--- src/rtl/frame_slot_tracker.sv ---
// Rebuilds neuron-slot timing (slot/neuron/sub-slot, frame lock, period check) from a sampled sim clock.
// Latency: slot_strobe rises SYNC_STAGES+1 rawclk edges after sim_clk_in goes high; all outputs registered.
// Backpressure: none; free-running observer, consumers must take each single-cycle strobe when it occurs.
//
// Ports:
//   rawclk, reset              system clock (posedge) and asynchronous active-high reset
//   sim_clk_in, frame_pulse_in divided sim clock and frame marker, both sampled as data
//   half_cnt                   divider setting; nominal sim-clock period is 2*(half_cnt+1) rawclk
//   clear_err                  zeroes err_cnt and period_err (a same-cycle new error wins)
//   slot_strobe                one pulse per synchronized sim_clk_in rising edge
//   slot_cnt/neuron_index/sub_slot  reconstructed slot position, updated with the strobe
//   frame_start, locked, frame_err  frame alignment status
//   err_cnt, period_err        saturating alignment error count, sticky period/timeout flag
module frame_slot_tracker #(
  parameter int NN          = 8,
  parameter int SYNC_STAGES = 2,
  parameter int LOCK_CNT    = 2,
  parameter int PERIOD_TOL  = 1
) (
  input  logic          rawclk,
  input  logic          reset,
  input  logic          sim_clk_in,
  input  logic          frame_pulse_in,
  input  logic [31:0]   half_cnt,
  input  logic          clear_err,
  output logic          slot_strobe,
  output logic [NN+2:0] slot_cnt,
  output logic [NN:0]   neuron_index,
  output logic [1:0]    sub_slot,
  output logic          frame_start,
  output logic          locked,
  output logic          frame_err,
  output logic [15:0]   err_cnt,
  output logic          period_err
);

  localparam int SW = NN + 3;
  localparam int GW = $clog2(LOCK_CNT + 1);

  typedef enum logic [1:0] {HUNT, VERIFY, LOCKED} state_t;

  state_t                 state_q, state_d;
  logic [SYNC_STAGES-1:0] clk_sync_q, clk_sync_d;
  logic [SYNC_STAGES-1:0] fp_sync_q, fp_sync_d;
  logic                   clk_dly_q, clk_dly_d;
  logic [SW-1:0]          slot_cnt_q, slot_cnt_d, slot_inc;
  logic [GW-1:0]          good_q, good_d, good_inc;
  logic [31:0]            per_cnt_q, per_cnt_d;
  logic                   armed_q, armed_d;
  logic                   strobe_q, strobe_d;
  logic                   frame_start_q, frame_start_d;
  logic                   locked_q, locked_d;
  logic                   frame_err_q, frame_err_d;
  logic                   period_err_q, period_err_d;
  logic [15:0]            err_cnt_q, err_cnt_d;

  logic        rise, pulse, expected, mismatch, per_bad, timeout;
  logic [33:0] per_exp, per_meas, per_diff;
  logic [34:0] tmo_lim;

  // Synchronizers and period measurement
  always_comb begin
    clk_sync_d = {clk_sync_q[SYNC_STAGES-2:0], sim_clk_in};
    fp_sync_d  = {fp_sync_q[SYNC_STAGES-2:0], frame_pulse_in};
    clk_dly_d  = clk_sync_q[SYNC_STAGES-1];
    rise       = clk_sync_q[SYNC_STAGES-1] & ~clk_dly_q;
    // Both inputs travel through equal-length chains, so the marker lines up with the rise.
    pulse      = fp_sync_q[SYNC_STAGES-1];

    per_exp  = ({2'b00, half_cnt} + 34'd1) << 1;
    per_meas = {2'b00, per_cnt_q};
    per_diff = (per_meas >= per_exp) ? (per_meas - per_exp) : (per_exp - per_meas);
    per_bad  = per_diff > 34'(PERIOD_TOL);

    // 4*(half_cnt+1) needs one bit more than the period compare when half_cnt is all ones.
    tmo_lim  = ({3'b000, half_cnt} + 35'd1) << 2;
    // Armed only after a rise, so a stopped clock flags once and clear_err can then clear it.
    timeout  = armed_q & ~rise & ({3'b000, per_cnt_q} > tmo_lim);

    per_cnt_d = per_cnt_q;
    if (rise) begin
      per_cnt_d = 32'd1;
    end else if (per_cnt_q != 32'hFFFF_FFFF) begin
      per_cnt_d = per_cnt_q + 32'd1;
    end

    armed_d = armed_q;
    if (rise) begin
      armed_d = 1'b1;
    end else if (timeout) begin
      armed_d = 1'b0;
    end
  end

  // Frame FSM, slot counter and error bookkeeping
  always_comb begin
    state_d       = state_q;
    slot_cnt_d    = slot_cnt_q;
    good_d        = good_q;
    strobe_d      = rise;
    frame_start_d = 1'b0;
    frame_err_d   = 1'b0;
    slot_inc      = slot_cnt_q + SW'(1);
    good_inc      = good_q + GW'(1);
    expected      = (slot_inc == '0);
    mismatch      = (pulse != expected);

    if (rise) begin
      case (state_q)
        HUNT: begin
          if (pulse) begin
            slot_cnt_d = '0;
            good_d     = GW'(1);
            state_d    = (LOCK_CNT == 1) ? LOCKED : VERIFY;
          end
        end
        VERIFY: begin
          slot_cnt_d = slot_inc;
          if (expected && pulse) begin
            good_d = good_inc;
            if (good_inc == GW'(LOCK_CNT)) state_d = LOCKED;
          end else if (mismatch) begin
            // A marker in the wrong slot restarts verification from it; a missing one drops to HUNT.
            if (pulse) begin
              slot_cnt_d = '0;
              good_d     = GW'(1);
              state_d    = (LOCK_CNT == 1) ? LOCKED : VERIFY;
            end else begin
              good_d  = '0;
              state_d = HUNT;
            end
          end
        end
        LOCKED: begin
          slot_cnt_d    = slot_inc;
          frame_start_d = expected & ~mismatch;
          if (mismatch) begin
            frame_err_d = 1'b1;
            if (pulse) begin
              slot_cnt_d = '0;
              good_d     = GW'(1);
              state_d    = (LOCK_CNT == 1) ? LOCKED : VERIFY;
            end else begin
              good_d  = '0;
              state_d = HUNT;
            end
          end
        end
        default: begin
          state_d = HUNT;
          good_d  = '0;
        end
      endcase
    end

    if (timeout) begin
      state_d = HUNT;
      good_d  = '0;
    end

    locked_d = (state_d == LOCKED);

    err_cnt_d = clear_err ? 16'd0 : err_cnt_q;
    if (frame_err_d) begin
      if (clear_err)                 err_cnt_d = 16'd1;
      else if (err_cnt_q != 16'hFFFF) err_cnt_d = err_cnt_q + 16'd1;
    end

    period_err_d = clear_err ? 1'b0 : period_err_q;
    if ((rise && armed_q && per_bad) || timeout) period_err_d = 1'b1;
  end

  always_ff @(posedge rawclk or posedge reset) begin
    if (reset) begin
      state_q       <= HUNT;
      clk_sync_q    <= '0;
      fp_sync_q     <= '0;
      clk_dly_q     <= 1'b0;
      slot_cnt_q    <= '0;
      good_q        <= '0;
      per_cnt_q     <= '0;
      armed_q       <= 1'b0;
      strobe_q      <= 1'b0;
      frame_start_q <= 1'b0;
      locked_q      <= 1'b0;
      frame_err_q   <= 1'b0;
      period_err_q  <= 1'b0;
      err_cnt_q     <= '0;
    end else begin
      state_q       <= state_d;
      clk_sync_q    <= clk_sync_d;
      fp_sync_q     <= fp_sync_d;
      clk_dly_q     <= clk_dly_d;
      slot_cnt_q    <= slot_cnt_d;
      good_q        <= good_d;
      per_cnt_q     <= per_cnt_d;
      armed_q       <= armed_d;
      strobe_q      <= strobe_d;
      frame_start_q <= frame_start_d;
      locked_q      <= locked_d;
      frame_err_q   <= frame_err_d;
      period_err_q  <= period_err_d;
      err_cnt_q     <= err_cnt_d;
    end
  end

  assign slot_strobe  = strobe_q;
  assign slot_cnt     = slot_cnt_q;
  assign neuron_index = slot_cnt_q[NN+2:2];
  assign sub_slot     = slot_cnt_q[1:0];
  assign frame_start  = frame_start_q;
  assign locked       = locked_q;
  assign frame_err    = frame_err_q;
  assign err_cnt      = err_cnt_q;
  assign period_err   = period_err_q;

endmodule

--- config.mk ---
export PLATFORM = sky130hd
export DESIGN_NAME = frame_slot_tracker
export DESIGN_NICKNAME = d
export VERILOG_FILES = /design/src/rtl/frame_slot_tracker.sv
export SDC_FILE = /design/constraint.sdc
export NUM_CORES = 1
export LEC_CHECK = 0
export ABC_AREA = 1
export CAP_MARGIN = 20
export CORE_MARGIN = 10
export CORE_UTILIZATION = 30
export CTS_BUF_LIST = sky130_fd_sc_hd__clkbuf_4 sky130_fd_sc_hd__clkbuf_8
export DETAILED_ROUTE_END_ITERATION = 8
export PLACE_DENSITY_LB_ADDON = 0.25
export SETUP_SLACK_MARGIN = 0.1
export SLEW_MARGIN = 20
export SYNTH_ARGS = -nofsm -noshare
export SYNTH_HDL_FRONTEND = slang
export SYNTH_SLANG_ARGS = --single-unit
--- constraint.sdc ---
create_clock -name rawclk -period 8.6 [get_ports rawclk]
set_input_delay 1.72 -clock rawclk [delete_from_list [all_inputs] [get_ports rawclk]]
set_output_delay 1.72 -clock rawclk [all_outputs]
set_load 0.02 [all_outputs]
* Yosys cells after proc, flatten, opt, wreduce, memory -nomap -nowiden
Index checks and enable logic that the tools add are counted.
Word-level totals: register bits 74, bits of input ports 37, logic and storage cells 88
Operators by class: add/subtract/negate cells 8, order comparisons 3, equal/unequal tests 9, multiplexer cells 35, bitwise operators 7, reductions and logical operators 12
Operators by type and width (number):
- adder 32 x 1 -> 33 bit, second input constant | 2
- 2-to-1 mux 16 bit | 4
- 2-to-1 mux 32 bit | 2
- 2-to-1 mux 11 bit | 4
- greater-than comparator 32 x 35 -> 1 bit | 1
- >= comparator 32 x 34 -> 1 bit | 1
- greater-than comparator 34 x 1 -> 1 bit, second input constant | 1
- 2-to-1 mux 34 bit | 1
- subtractor 32 x 34 -> 34 bit | 1
- subtractor 34 x 32 -> 34 bit | 1
- one-hot mux 11 bit (3 select lines) | 1
- adder 32 x 1 -> 32 bit, second input constant | 1
- inequality test 32 bit, second input constant | 1
- 2-to-1 mux 2 bit | 11
- adder 16 x 1 -> 16 bit, second input constant | 1
- inequality test 16 bit, second input constant | 1
- one-hot mux 2 bit (3 select lines) | 2
- adder 11 x 1 -> 11 bit, second input constant | 1
- logical NOT 11 bit | 1
- 2-to-1 mux 1 bit | 10
- == test 2 bit, second input constant | 3
- nonzero test 2 bit | 3
- AND 1 bit | 4
- logical AND 1 bit | 3
- other kinds (11) | 13

* Depth between registers and ports, before layout
word-level depth 9, gate-level depth with buffers 33, gate-level depth less buffers 32

* Least setup slack after synthesis
OpenSTA, ideal clock, no wires.
kind input -> register, start in half_cnt[0], end reg period_err_q, in the netlist period_err, setup time 0.116 ns, data arrival time 5.060 ns, path slack 3.424 ns, stages on the path 30, path buffers 2, path through inv_1 > nor2_2 > nand2_2 > nor2_4 > inv_1 > nor3_1 > nand2_1 > xor2_1 > inv_1 > ha_1 > clkbuf_1 > nand2_1 > nor2_1 > inv_1 > nor2_1 > a21boi_1 > nand2_1 > nand2_1 > nor2_4 > nand2_4 > buf_4 > nand2_1 > nand2_1 > nand3_1 > nor2_1 > nand3b_1 > nor2_1 > nand2_1 > nand2_1 > nand2_1
Between the ends: longest elaborated chain between the ends 7
RTL lines:
- start, declared | RTL line 24 | input logic [31:0] half_cnt,
- adder 32 x 1 -> 33 bit | RTL line 70, 76
- subtractor 34 x 32 -> 34 bit, or another cell as far along | RTL line 72 | per_diff = (per_meas >= per_exp) ? (per_meas - per_exp) : (per_exp - per_meas);
- 2-to-1 mux 34 bit | RTL line 72
- greater-than comparator 34 x 1 -> 1 bit | RTL line 73 | per_bad = per_diff > 34'(PERIOD_TOL);
- logical AND 1 bit | RTL line 170 | if ((rise && armed_q && per_bad) || timeout) period_err_d = 1'b1;
- logical OR 1 bit (*) | RTL line 170
- 2-to-1 mux 1 bit or nonzero test 2 bit (tied branches)
- end signal, assigned | RTL line 202 | period_err_q <= period_err_d;
- end, declared | RTL line 54 | logic period_err_q, period_err_d;
Mark *: on every way between the ends. The rest lies on a longest branch, timed or not. A chain may end at the register's enable or synchronous reset.

* Worst setup path in the final report
start in half_cnt[1], end reg period_err_q, in the netlist period_err
The elaborated chain is that of the path after synthesis.

==> impl_summary.md <==
Layout
The leading cell type in the layout, fill and taps excluded is nand2_1. The count of antenna diodes in the layout is 0. The number of nets in the final layout is approximately 1800.

The library cells used most frequently in the layout, excluding fill and tap cells, are 402 x nand2_1, 249 x inv_1, 162 x nor2_1, 110 x a21oi_1, 101 x ha_1. The final non-filler cell area is between 10000 and 15000 sq um. The growth of design area from synthesis to finish is 13.67%.

The fraction of layout instances using a drive strength above 1 is ~3.4%.

Power and ir drop
The switching power share of the total is 39.36%. The clock network fraction of design power is about a quarter. The switching power is between 0.0004 and 0.0005 W. The worst IR drop on VDD is between 0.09 and 0.1 mV. The total power density per cell area is 97.03 nW/um^2. The internal power contribution is between 0.0006 and 0.0007 W. The leakage component of the power is 5.330 nW. Combinational cells account for just under 40% of the total power. The power share of the sequential group is about a third.

Clock network
The number of hold buffers added after CTS was 0. The cell at the root of the clock tree is clkbuf_8. Counting the buffers created by CTS gives 9. The maximum level of the CTS H-tree is 3.

The number of sinks driven by the clock tree is 74. The post-cts gate resize count is 0. The deepest clock path buffer count is 2. The clock tree from TritonCTS is built.

Clock-pin slew was measured on the worst setup and hold paths at 70 ps. Buffers added to address setup during post-CTS repair amount to 0. The clock network latency to the later pin of the worst-skew pair is 360 ps.

Yosys
The total of flip-flops plus latches after synthesis is 74. The synthesized net count is roughly 1700. The post-synthesis cell area is a little under 10000 sq um. Sorting the synthesized cells by area gives the leading types as dfrtp_1 19%, nand2_1 15%, ha_1 13%. The post-synthesis cell type with the largest combined area is dfrtp_1. After synthesis, the netlist uses between 50 and 60 different library cells. After technology mapping, the gate count stands at between 1500 and 2000. A synthesized cell averages 6.174 sq um. In this run, synthesis inferred 0 flip-flops with an integrated enable. The share of the Yosys chip area taken by registers is between 10% and 20%.

The share of synthesized flip-flops with an asynchronous set or reset is 100.0%. Of the post-synthesis cell area, the dominant cell type holds a little under a fifth. The total of warnings raised by yosys is 0. The prevailing post-synth register cell is dfrtp_1.

Run status
The flow ran to the end, and the final reports show no timing, DRC or antenna violations.

Setup path
STA classifies the critical path endpoint as a register. Along the worst path, the maximum fanout reaches 32. The depth of the worst register-to-register path is 24.

The internal reg-to-reg setup slack is 4500 ps. The endpoint identified for the worst register-to-register timing path is period_err. In this run the critical register-to-register path is launched from per_cnt_q[3].

The slowest stage of the critical path belongs to the cell clkdlybuf4s50_1. The largest single stage delay on the critical path is between 400 and 500 ps. STA puts the critical path data arrival time at ~7000 ps.

The worst setup path is launched from a primary input. The cell with the most instances on the worst path is nand2_1. The worst setup path is of the primary input to register kind.

STA puts the critical path data required time at between 8000 and 9000 ps.

Route
The initial detailed-routing violation count is 674. In the detailed route, the total length drawn on met3 is 1373 um. The wire length per cell is roughly 17 um. The detailed-route DRC error count is 0. In this run the top signal layer used is met4. After detailed routing, the wire length on met1 is ~17000 um. Summed over all nets, wire length on met2 after detailed routing comes to roughly 16000 um. After detailed routing, the number of vias per cell comes to approximately 5. The remaining antenna violation count is 0. For this run, the detailed router's first-pass iteration total came to 6. The detailed-route wire length is approximately 35000 um.

Across all layers, the routed design uses between 10000 and 15000 vias.

Timing
The total negative setup slack is 0 ps. The post-layout minimum cycle time is between 6000 and 7000 ps. The clock skew after layout is 11.88 ps. The tightest slew margin relative to the limit is 36.28%. The max-slew violation total from the final report came to 0. The maximum clock frequency is around 0.15 GHz.

Setup violations remaining at the end of the flow were counted as 0. The final critical path takes up 76.81% of the cycle. Setup repair after global routing left no endpoint under its margin. The final hold violation count is 0. For the pin with the worst max-slew slack, the measured transition is 955.8 ps.

Floorplanning
From left edge to right edge, the die measures 201.1 um. The floorplan step defined a core boundary enclosing 32450 sq um. The I/O pin count is 80. In this run the core area contains 66 standard-cell rows.

The die height is a little over 200 um. The die covers around 40000 sq um. The effective utilization at floorplan is 30.31%.

GRT
The largest net degree at the start of global routing is 75. The number of global-route vias before repair is between 10000 and 15000. The total congestion overflow after global routing is 0. The overall fraction of global-route tracks in use is around 17%. The global-route wire length before repair is around 55000 um. The number of antenna violations at the first check in global routing is 0.

Worst hold path
The type of the most critical hold path is register to register. The worst min-delay path startpoint is fp_sync_q[0]. Along the worst hold path, the cell count comes to 0. The worst hold path terminates at fp_sync_q[1].

Place
The congestion estimate from routability-driven global placement came to roughly 0.99. Summed over all nets, the half-perimeter wirelength after detailed placement is around 30000 um. Buffers placed on the I/O ports in this run total just under 80. The cell area after placement is ~11000 sq um.

Job
The max-cap violation count is 0.
how the worst max path moves through the flow:
stage / start / cells past startpoint / slack [ps] / to
2_1_floorplan: half_cnt[0] / 30 / 3420 / period_err
3_3_place_gp: half_cnt[0] / 29 / 1770 / period_err
3_5_place_dp: half_cnt[1] / 30 / 1750 / period_err
4_1_cts: half_cnt[1] / 30 / 2120 / period_err
5_1_grt: half_cnt[1] / 30 / 1550 / period_err
6_report: half_cnt[1] / 30 / 1990 / period_err
final cells by class:
class / count / area [sq um]
Multi-Input combinational cell: 1221 / 6797
Timing Repair Buffer: 82 / 813.3
Clock inverter: 4 / 51.30
Clock buffer: 12 / 152.6
Sequential cell: 74 / 1852
Inverter: 256 / 962.2
Tap cell: 442 / 553.0
Fill cell: 3648 / 21270
power groups by stage:
stage | Clock (W) | Combinational (W) | Sequential, W
3_5_place_dp | 0 | 0.000418 | 0.000388
6_report | 0.000284 | 0.000420 | 0.000381
2_1_floorplan | 0 | 0.000284 | 0.000382
5_1_grt | 0.000309 | 0.000473 | 0.000384
3_3_place_gp | 0 | 0.000419 | 0.000387
4_1_cts | 0.000295 | 0.000419 | 0.000381
cells by family after synthesis:
group / share of synthesized area (%)
AO/OA/AOI/OAI: 14.97
XOR/XNOR: 6.144
adder cells (fa/ha/maj): 13.26
buffers and inverters: 12.10
flip-flops: 18.83
AND/OR/NAND/NOR: 34.70
per-layer routing:
metal | track usage (%) | vias to the layer above
li1 | - | 5285
met1 | 22.62 | 4861
met2 | 27.60 | 244
met3 | 1.727 | 48
met4 | 5.788 | 0
met5 | 0 | -
through the flow:
stage                     setup slack [ps]  hold slack [ps]  power (W)  utilization (%)  cells
after floorplan                       3424            331.2  0.0006666                -   1593
after global placement                1770            340.2  0.0008067            33.82   2075
after detailed placement              1745            339.6  0.0008059            33.82   2075
after CTS                             2117            357.5   0.001096            34.45   2091
after global routing                  1554            373.5   0.001165            34.45   2091
final                                 1994            352.6   0.001085            34.45   2091
registers in the layout, summed over array words and instances, names as in the netlist:
name	flops
armed_q	1
clk_dly_q	1
clk_sync_q	2
err_cnt	16
fp_sync_q	2
frame_err	1
frame_start	1
good_q	2
locked	1
per_cnt_q	32
period_err	1
slot_cnt	11
slot_strobe	1
state_q	2
synth_stat cells (3+ instances only):
master,instances
nand2_1,402
inv_1,250
nor2_1,163
a21oi_1,110
ha_1,101
nand3_1,83
o21ai_0,77
dfrtp_1,74
xor2_1,54
nand4_1,47
nor3_1,46
clkbuf_1,18
xnor2_1,15
buf_4,14
a211oi_1,12
a31oi_1,11
nor4_1,10
or2_2,10
o22ai_1,9
o21bai_1,8
nor2_2,7
o211ai_1,6
a221oi_1,5
clkbuf_2,5
inv_2,5
o21a_1,5
a21o_1,4
buf_2,4
nand2_2,4
a21boi_0,3
nand3b_1,3
critical path: cells and delay by family:
kind	cells	cell delay [ps]
simple gates	21	2750
buf+inv	4	1020
compound gates	3	730
fa+ha+maj	2	610
(Power assumes the default switching activity.)
